===== config.mk =====
export PLATFORM = sky130hd
export DESIGN_NAME = mac_seq_ctrl
export DESIGN_NICKNAME = d
export VERILOG_FILES = /design/src/rtl/mac_pkg.sv /design/src/rtl/mac_sat_pipe.sv /design/src/rtl/mac_seq_ctrl.sv
export SDC_FILE = /design/constraint.sdc
export NUM_CORES = 1
export LEC_CHECK = 0
export CAP_MARGIN = 20
export CORE_ASPECT_RATIO = 1.25
export CORE_MARGIN = 1
export CORE_UTILIZATION = 30
export DETAILED_ROUTE_END_ITERATION = 7
export PLACE_DENSITY_LB_ADDON = 0.3
export REMOVE_ABC_BUFFERS = 1
export SETUP_SLACK_MARGIN = 0.3
export SLEW_MARGIN = 20
export SYNTH_ARGS = -nofsm -noshare
export SYNTH_HDL_FRONTEND = slang
export SYNTH_SLANG_ARGS = --single-unit
export TNS_END_PERCENT = 1

===== constraint.sdc =====
create_clock -name clk -period 8.8 [get_ports clk]
set_clock_uncertainty 0.1 [all_clocks]
set_input_delay 1.76 -clock clk [delete_from_list [all_inputs] [get_ports clk]]
set_output_delay 1.76 -clock clk [all_outputs]
set_load 0.1 [all_outputs]

===== src/rtl/mac_pkg.sv =====
// Shared types, widths and saturating arithmetic for the MAC sequencer.
// DATA_W, FRAC and LEN_W here set the widths used by every mac_* module.
package mac_pkg;

  localparam int DATA_W = 16;
  localparam int FRAC   = 9;
  localparam int LEN_W  = 8;
  localparam int PROD_W = 2 * DATA_W;

  typedef enum logic [1:0] {
    ST_IDLE  = 2'd0,
    ST_RUN   = 2'd1,
    ST_DRAIN = 2'd2,
    ST_DONE  = 2'd3
  } state_e;

  // Symmetric clamp values: the most negative code is never produced by saturation.
  localparam logic [DATA_W-1:0] SAT_POS = {1'b0, {(DATA_W-1){1'b1}}};
  localparam logic [DATA_W-1:0] SAT_NEG = {1'b1, {(DATA_W-2){1'b0}}, 1'b1};
  localparam logic [PROD_W-1:0] ROUND_K = PROD_W'(1) << (FRAC - 1);

  typedef struct packed {
    logic [DATA_W-1:0] val;
    logic              sat;
  } sat_res_t;

  function automatic sat_res_t sat_norm(input logic [PROD_W-1:0] p);
    sat_res_t                      res;
    logic [PROD_W-1:0]             r;
    logic [PROD_W-FRAC-DATA_W:0]   top;
    r   = p + ROUND_K;
    top = r[PROD_W-1:FRAC+DATA_W-1];
    if ((top == '0) || (top == '1)) begin
      res.val = r[FRAC+DATA_W-1:FRAC];
      res.sat = 1'b0;
    end else begin
      res.val = r[PROD_W-1] ? SAT_NEG : SAT_POS;
      res.sat = 1'b1;
    end
    return res;
  endfunction

  function automatic sat_res_t sat_add(input logic [DATA_W-1:0] acc,
                                       input logic [DATA_W-1:0] n);
    sat_res_t          res;
    logic [DATA_W-1:0] sum;
    sum = acc + n;
    if (!acc[DATA_W-1] && !n[DATA_W-1] && sum[DATA_W-1]) begin
      res.val = SAT_POS;
      res.sat = 1'b1;
    end else if (acc[DATA_W-1] && n[DATA_W-1] && !sum[DATA_W-1]) begin
      res.val = SAT_NEG;
      res.sat = 1'b1;
    end else begin
      res.val = sum;
      res.sat = 1'b0;
    end
    return res;
  endfunction

endpackage


===== src/rtl/mac_sat_pipe.sv =====
// Three-stage multiply / round-saturate / saturating-accumulate datapath.
// clr_i loads the accumulator with init_i; sat_o pulses when a stage clamps.
module mac_sat_pipe
  import mac_pkg::*;
(
  input  logic              clk,
  input  logic              rst,
  input  logic              clr_i,
  input  logic [DATA_W-1:0] init_i,
  input  logic              in_valid_i,
  input  logic [DATA_W-1:0] a_i,
  input  logic [DATA_W-1:0] b_i,
  output logic [DATA_W-1:0] acc_o,
  output logic              s1_valid_o,
  output logic              s2_valid_o,
  output logic              sat_o
);

  logic              s1_valid_q, s1_valid_d;
  logic [PROD_W-1:0] p_q, p_d;
  logic              s2_valid_q, s2_valid_d;
  logic [DATA_W-1:0] n_q, n_d;
  logic [DATA_W-1:0] acc_q, acc_d;

  logic [PROD_W-1:0] a_ext, b_ext;
  sat_res_t          norm;
  sat_res_t          add;

  always_comb begin
    // Sign-extend before multiplying so the low PROD_W bits are the signed product.
    a_ext      = {{DATA_W{a_i[DATA_W-1]}}, a_i};
    b_ext      = {{DATA_W{b_i[DATA_W-1]}}, b_i};
    norm       = sat_norm(p_q);
    add        = sat_add(acc_q, n_q);

    s1_valid_d = in_valid_i;
    p_d        = in_valid_i ? (a_ext * b_ext) : p_q;
    s2_valid_d = s1_valid_q;
    n_d        = s1_valid_q ? norm.val : n_q;

    acc_d = acc_q;
    if (clr_i) begin
      acc_d = init_i;
    end else if (s2_valid_q) begin
      acc_d = add.val;
    end

    sat_o = (s1_valid_q & norm.sat) | (s2_valid_q & add.sat);
  end

  always_ff @(posedge clk or posedge rst) begin
    if (rst) begin
      s1_valid_q <= 1'b0;
      p_q        <= '0;
      s2_valid_q <= 1'b0;
      n_q        <= '0;
      acc_q      <= '0;
    end else begin
      s1_valid_q <= s1_valid_d;
      p_q        <= p_d;
      s2_valid_q <= s2_valid_d;
      n_q        <= n_d;
      acc_q      <= acc_d;
    end
  end

  assign acc_o      = acc_q;
  assign s1_valid_o = s1_valid_q;
  assign s2_valid_o = s2_valid_q;

endmodule


===== src/rtl/mac_seq_ctrl.sv =====
// Job sequencer for one saturating dot-product: length counter, handshakes, FSM.
// Optional MAC_SEQ_BIAS_EN adds a bias port that seeds the accumulator.
module mac_seq_ctrl
  import mac_pkg::*;
(
  input  logic              clk,
  input  logic              rst,
  input  logic              start,
  input  logic [LEN_W-1:0]  len,
`ifdef MAC_SEQ_BIAS_EN
  input  logic [DATA_W-1:0] bias,
`endif
  output logic              busy,
  input  logic              in_valid,
  output logic              in_ready,
  input  logic [DATA_W-1:0] in_a,
  input  logic [DATA_W-1:0] in_b,
  output logic              res_valid,
  input  logic              res_ready,
  output logic [DATA_W-1:0] res_data,
  output logic              res_sat,
  output logic [LEN_W-1:0]  remaining,
  output state_e            dbg_state
);

  // Handshakes: a transfer happens on a rising edge where valid and ready are
  // both high; ready never depends on valid, and a result is held until taken.

  state_e            state_q, state_d;
  logic [LEN_W-1:0]  remaining_q, remaining_d;
  logic              res_sat_q, res_sat_d;

  logic              accept;
  logic              clr;
  logic [DATA_W-1:0] init_val;
  logic [DATA_W-1:0] acc;
  logic              s1_valid, s2_valid, pipe_sat;

`ifdef MAC_SEQ_BIAS_EN
  assign init_val = bias;
`else
  assign init_val = '0;
`endif

  assign in_ready = (state_q == ST_RUN) && (remaining_q != '0);
  assign accept   = in_ready && in_valid;

  always_comb begin
    state_d     = state_q;
    remaining_d = remaining_q;
    clr         = 1'b0;

    unique case (state_q)
      ST_IDLE: begin
        if (start) begin
          clr = 1'b1;
          if (len != '0) begin
            remaining_d = len;
            state_d     = ST_RUN;
          end else begin
            state_d = ST_DONE;
          end
        end
      end
      ST_RUN: begin
        if (accept) begin
          remaining_d = remaining_q - LEN_W'(1);
          if (remaining_q == LEN_W'(1)) state_d = ST_DRAIN;
        end
      end
      ST_DRAIN: begin
        if (!s1_valid && !s2_valid) state_d = ST_DONE;
      end
      ST_DONE: begin
        if (res_ready) state_d = ST_IDLE;
      end
      default: state_d = ST_IDLE;
    endcase

    res_sat_d = clr ? 1'b0 : (res_sat_q | pipe_sat);
  end

  always_ff @(posedge clk or posedge rst) begin
    if (rst) begin
      state_q     <= ST_IDLE;
      remaining_q <= '0;
      res_sat_q   <= 1'b0;
    end else begin
      state_q     <= state_d;
      remaining_q <= remaining_d;
      res_sat_q   <= res_sat_d;
    end
  end

  mac_sat_pipe u_pipe (
    .clk        (clk),
    .rst        (rst),
    .clr_i      (clr),
    .init_i     (init_val),
    .in_valid_i (accept),
    .a_i        (in_a),
    .b_i        (in_b),
    .acc_o      (acc),
    .s1_valid_o (s1_valid),
    .s2_valid_o (s2_valid),
    .sat_o      (pipe_sat)
  );

  assign busy      = (state_q != ST_IDLE);
  assign res_valid = (state_q == ST_DONE);
  assign res_data  = res_valid ? acc : '0;
  assign res_sat   = res_sat_q;
  assign remaining = remaining_q;
  assign dbg_state = state_q;

endmodule


; After elaboration in Yosys (flattened, before gate mapping)
; Index checks and enable logic that the tools add are counted.
[totals]
n_memories = 0
regBits = 77
ram_bits = 0
word_cells = 70
out_inout_bits = 30
in_bits = 45
rom_bits = 0
latchBits = 0
[op_classes]
eq_ne = 11
reduce_logical = 22
n_shift = 0
n_mul = 1
order_cmp = 0
add_sub_neg = 3
mux = 21
bitwise_logic = 4
div_mod_pow = 0
[ops]
columns = op, n
row1 = two-way mux 16 bit, 4
row2 = two-way mux 17 bit, 3
row3 = adder 32 x 9 -> 32 bit (second input constant), 1
row4 = multiplier 16 x 16 -> 32 bit, 1
row5 = two-way mux 8 bit, 3
row6 = adder 16 bit, 1
row7 = one-hot mux 8 bit (2 select lines), 1
row8 = nonzero test 8 bit, 2
row9 = two-way mux 2 bit, 6
row10 = == test 8 x 1 -> 1 bit (second input constant), 1
row11 = == test 8 bit (second input constant), 1
row12 = zero test 8 bit, 1
row13 = one-hot mux 2 bit (4 select lines), 1
row14 = subtractor 8 x 1 -> 8 bit (second input constant), 1
row15 = logical AND 1 bit, 7
row16 = != test 2 x 1 -> 1 bit (second input constant), 3
row17 = != test 2 bit (second input constant), 3
row18 = nonzero test 2 bit, 3
row19 = zero test 1 bit, 5
row20 = AND reduction 5 bit, 1
row21 = == test 2 bit (second input constant), 2
row22 = AND reduction 4 bit, 1
row23 = two-way mux 1 bit, 3
row24 = bitwise AND 1 bit, 2
row25 = other kinds (4), 5

; Longest topological paths before layout
; Gate-level depths: netlist of run 1.
[logic_depth]
depth_word = 9
depth_mapped = 23
ltp_nobuf = 22

; By module
; From an unflattened synthesis of run 1, not the netlist that was laid out.
[unflattened]
cells_unflattened = 1538
hier_area_um2 = 14008.4
[by_module_without_submodules]
columns = module, n_inst, area_per_inst_um2, seq_area_each_um2, cells_each
row1 = mac_sat_pipe, 1, 12949.9, 1451.4, 1417
row2 = mac_seq_ctrl, 1, 1058.5, 275.3, 121

; Least setup slack after synthesis of run 1
; Ideal clock, no wire load.
[synth_timing]
path_type = input port to flip-flop
from = input port in_a[7]
to = register u_pipe.p_q[24]
path_stages = 20
path_buffers = 1
path_slack_ps = 1338
t_required_ps = 8631
setup_time_ps = 69
arrival_time_ps = 7294
cell_sequence = clkbuf_1 -> nand2_1 -> fa_1 -> inv_1 -> fa_1 -> inv_1 -> fa_1 -> inv_1 -> fa_1 -> fa_1 -> inv_1 -> fa_1 -> inv_1 -> ha_1 -> o2111ai_1 -> o21ai_0 -> o31ai_1 -> o21ba_2 -> or4b_2 -> nand3_1
[synth_via]
elab_chain_cells = 1
[synth_rtl]
columns = element, line_no
row1 = "start, declared", mac_seq_ctrl.sv:16  ; input logic [DATA_W-1:0] in_a,
row2 = multiplier 16 x 16 -> 32 bit, mac_sat_pipe.sv:37  ; p_d = in_valid_i ? (a_ext * b_ext) : p_q;
row3 = "end signal, assigned", mac_sat_pipe.sv:60  ; p_q <= p_d;
row4 = "end, declared", mac_sat_pipe.sv:20  ; logic [PROD_W-1:0] p_q, p_d;
; Every way passes these cells.
; A chain may end at the register's enable or synchronous reset.

; Worst setup path after layout of run 1
[layout_timing]
from = input port in_a[5]
to = register u_pipe.p_q[25]
; The elaborated chain is that of the path after synthesis.

==> results of run 1 <==
## cells in the mapped netlist, types with 2 or more instances
cell,count,area share (%)
sky130_fd_sc_hd__ha_1,105,9.5
sky130_fd_sc_hd__xnor2_1,38,2.4
sky130_fd_sc_hd__nand3_1,42,1.5
sky130_fd_sc_hd__nor2b_1,6,0.27
sky130_fd_sc_hd__inv_1,301,8.2
sky130_fd_sc_hd__o2111ai_1,4,0.25
sky130_fd_sc_hd__or3_1,7,0.32
sky130_fd_sc_hd__nand4_1,4,0.18
sky130_fd_sc_hd__clkbuf_1,45,1.2
sky130_fd_sc_hd__xor2_1,21,1.3
sky130_fd_sc_hd__o21ba_2,2,0.15
sky130_fd_sc_hd__and2_1,137,6.2
sky130_fd_sc_hd__a41o_1,2,0.15
sky130_fd_sc_hd__o211ai_1,5,0.27
sky130_fd_sc_hd__o21ai_0,44,1.6
sky130_fd_sc_hd__fa_1,262,38
sky130_fd_sc_hd__and3_1,10,0.45
sky130_fd_sc_hd__buf_2,3,0.11
sky130_fd_sc_hd__buf_1,3,0.082
sky130_fd_sc_hd__o31ai_1,4,0.22
sky130_fd_sc_hd__or2_2,2,0.091
sky130_fd_sc_hd__nor3_1,8,0.29
sky130_fd_sc_hd__nand2_1,185,5.0
sky130_fd_sc_hd__a31oi_1,6,0.27
sky130_fd_sc_hd__nand2b_1,11,0.50
sky130_fd_sc_hd__o22ai_1,5,0.23
sky130_fd_sc_hd__nor2_1,40,1.1
sky130_fd_sc_hd__a221o_1,15,1.1
sky130_fd_sc_hd__a211oi_1,8,0.44
sky130_fd_sc_hd__nor4_1,8,0.36
sky130_fd_sc_hd__a31o_2,3,0.19
sky130_fd_sc_hd__o21a_1,4,0.22
sky130_fd_sc_hd__nor3b_1,4,0.22
sky130_fd_sc_hd__a21o_1,15,0.82
sky130_fd_sc_hd__or4_1,2,0.11
sky130_fd_sc_hd__mux2_2,2,0.16
sky130_fd_sc_hd__o21bai_1,4,0.22
sky130_fd_sc_hd__a21oi_1,48,1.7
sky130_fd_sc_hd__dfrtp_1,69,13
## routing by layer
metal	global-route usage [%]	share of wire, %	vias to the layer above	wire length [um]
met5	0	0	-	0
met4	4.56	2.7	0	892
met3	1.76	3.1	47	1020
met2	26.7	49	185	16500
met1	19.1	45	4988	14900
li1	-	-	4815	-
## sequential cells by signal, indices dropped and copies added, names as in the netlist
signal / cells
remaining: 8
u_pipe.s2_valid_o: 1
u_pipe.acc_o: 16
u_pipe.n_q: 16
u_pipe.p_q: 24
u_pipe.s1_valid_o: 1
dbg_state: 2
res_sat: 1
## worst max path at each step
stage / start / end / cells past startpoint
finish: in_a[5] / u_pipe.p_q[25] / 20
detailed placement: in_a[5] / u_pipe.p_q[25] / 20
global placement: in_a[5] / u_pipe.p_q[24] / 20
global route: in_a[5] / u_pipe.p_q[30] / 20
CTS: in_a[5] / u_pipe.p_q[25] / 20
floorplan: in_a[15] / u_pipe.p_q[30] / 19
## layout make-up
cell class	count	area, um^2	share of cell area (%)
clock buffer	9	225	1.45
clock inverter	7	100	0.643
inverter	301	1130	7.26
multi-input combinational	1085	10700	68.8
sequential	69	1730	11.1
tap	578	723	4.65
timing repair buffer	103	958	6.16
## worst min-delay path, cell delays in order (launching register included)
cell and delay (ns):
sky130_fd_sc_hd__dfrtp_1 0.35, sky130_fd_sc_hd__nand2_1 0.06, sky130_fd_sc_hd__nand3_1 0.07
## stage by stage
stage	cell area [um^2]	hold slack (ns)
6_report	15600	0.416
5_1_grt	15600	0.468
4_1_cts	15600	0.420
3_5_place_dp	15200	0.405
3_3_place_gp	15200	0.397
2_1_floorplan	13600	0.371
## cells by family after synthesis
| family | Yosys count |
|---|---|
| compound gates | 181 |
| xor+xnor | 59 |
| fa+ha+maj | 367 |
| buf+inv | 354 |
| flops | 69 |
| mux | 3 |
| simple gates | 475 |
==> load_flow_metrics.sql, run 1 <==
INSERT INTO impl_metrics (metric_group, metric, value, unit) VALUES
('routing', 'antenna_violating_nets_post_route', '0', ''),
('grt', 'global_route_wire_length_before_repair', '57400', 'um'),
('logic_synthesis', 'synth_fa_ha_area_share', '47.6', '%'),
('timing', 'final_hold_viol_count', '0', ''),
('timing', 'timing.final.crit_share', '92.0', '%'),
('die', 'floorplan.io_pins', '75', ''),
('cells_and_area', 'commonest_cells_after_routing_fill_and_taps_aside', '300 x sky130_fd_sc_hd__inv_1, 262 x sky130_fd_sc_hd__fa_1, 185 x sky130_fd_sc_hd__nand2_1', ''),
('grt', 'grt.overflow.total', '0', ''),
('die', 'die_width', '194', 'um'),
('setup_path', 'crit-reg2reg-capture', 'remaining[0]', ''),
('logic_synthesis', 'synth-simple-area-share', '17.4', '%'),
('hold_path', 'worst_hold_path.endpoint', 'u_pipe.n_q[14]', ''),
('clock_tree', 'cts-root-to-sink-buffers', '2', ''),
('die', 'die_area', '46800', 'um^2'),
('cells_and_area', 'fraction_of_final_layout_cells_sized_beyond_drive_strength_1', '4.13', '%'),
('routing', 'drcViolationCount', '0', ''),
('logic_synthesis', 'yosys-mux-area-fraction', '0.236', '%'),
('clock_tree', 'post-cts-setup-buffer-count', '0', ''),
('routing', 'route.final.wire_length', '33300', 'um'),
('logic_synthesis', 'synthXorXnorAreaFrac', '3.75', '%'),
('timing', 'drv_slew', '0', ''),
('routing', 'drt_pre_antenna_iters', '4', ''),
('clock_tree', 'cts_hold_buf', '0', ''),
('routing', 'via_count', '10000', ''),
('cells_and_area', 'final_common_cell', 'sky130_fd_sc_hd__inv_1', ''),
('clock_tree', 'clk_latency_worst_skew_pair', '0.34', 'ns'),
('timing', 'setup-violations-final', '0', ''),
('logic_synthesis', 'synthesis.instances', '1508', ''),
('cells_and_area', 'nets', '1981', ''),
('setup_path', 'slowest_stage', 'sky130_fd_sc_hd__clkdlybuf4s50_1', ''),
('setup_path', 'timing.reg2reg.worst_path_depth', '9', ''),
('logic_synthesis', 'yosysSeqAreaShare', '12.5', '%'),
('logic_synthesis', 'asyncSetResetFlopFracSynth', '100', '%'),
('hold_path', 'hold_path_class', 'flip-flop to flip-flop', ''),
('outcome', 'run_status', 'complete, no violations', ''),
('grt', 'first_global_vias', '11200', ''),
('logic_synthesis', 'post_synth.cell_area_avg', '9.13', 'um^2'),
('logic_synthesis', 'yosys_register_bits', '69', ''),
('routing', 'via_density_per_instance', '4.66', ''),
('setup_path', 'crit_chain', 'clkdlybuf4s50_1 -> and2_1 -> fa_1 -> inv_1 -> fa_1 -> fa_1 -> fa_1 -> inv_1 -> fa_1 -> fa_1 -> ha_1 -> nor2_1 -> o2111ai_1 -> a211oi_1 -> o21ai_0 -> buf_4 -> a31o_2 -> a31oi_1 -> xnor2_1 -> mux2_2', ''),
('timing', 'finalWorstPathRequiredPeriod', '8.10', 'ns'),
('clock_tree', 'cts-root-buf', 'sky130_fd_sc_hd__clkbuf_16', ''),
('setup_path', 'cpPeakStageDelay', '0.80', 'ns'),
('placed_design', 'dp_cells', '2136', ''),
('setup_path', 'cp_common_cell', 'sky130_fd_sc_hd__fa_1', ''),
('timing', 'worst_slew_pin_slew', '1.07', 'ns'),
('cells_and_area', 'final-instance-count-excl-fill', '2152', ''),
('die', 'num_rows', '87', ''),
('setup_path', 'critical_path_peak_fanout', '16', ''),
('grt', 'grtUsageTotal', '15.1', '%'),
('logic_synthesis', 'synth-edff-count', '0', ''),
('cells_and_area', 'diodes', '0', ''),
('logic_synthesis', 'combinational_family_with_the_most_area_after_synthesis', 'adder cells', ''),
('setup_path', 'worst_ep_arrival_time', '8.22', 'ns'),
('logic_synthesis', 'commonest_register_cell_after_synthesis', 'sky130_fd_sc_hd__dfrtp_1', ''),
('placed_design', 'gp_congestion', '0.849', ''),
('routing', 'wl_per_cell', '15.5', 'um'),
('setup_path', 'worst-endpoint-required', '8.92', 'ns'),
('cells_and_area', 'post-route-util', '34.5', '%'),
('hold_path', 'holdPathStages', '2', ''),
('logic_synthesis', 'synth-compound-area-share', '8.75', '%'),
('die', 'core', '45200', 'um^2'),
('timing', 'setup_slack', '0.703', 'ns'),
('clock_tree', 'clock_pin_slew_on_the_worst_setup_and_hold_paths', '0.06', 'ns'),
('logic_synthesis', 'yosysWarnings', '0', ''),
('die', 'floorplan.initialDensity', '30.5', '%'),
('timing', 'slew-limit-headroom', '28.8', '%'),
('clock_tree', 'postCtsResizedCells', '0', ''),
('clock_tree', 'htree_num_levels', '3', ''),
('cells_and_area', 'fillerInstances', '4680', ''),
('clock_tree', 'clock-sinks', '69', '');
Power of run 1 is not shown: default switching activity piles up to over one toggle a cycle in this logic, so the estimate is an artifact.
==> inputs of run 2 (changes only) <==
==> constraint.sdc (replaced) <==
create_clock -name clk -period 8.8 [get_ports clk]
set_clock_uncertainty 0.1 [all_clocks]
set_input_delay 1.76 -clock clk [delete_from_list [all_inputs] [get_ports clk]]
set_output_delay 1.76 -clock clk [all_outputs]
set_load 0.05 [all_outputs]
==> results of run 2 <==
Final layout, timing and power as in run 1 (identical DEF).
Power of run 2 is left out for the same reason.
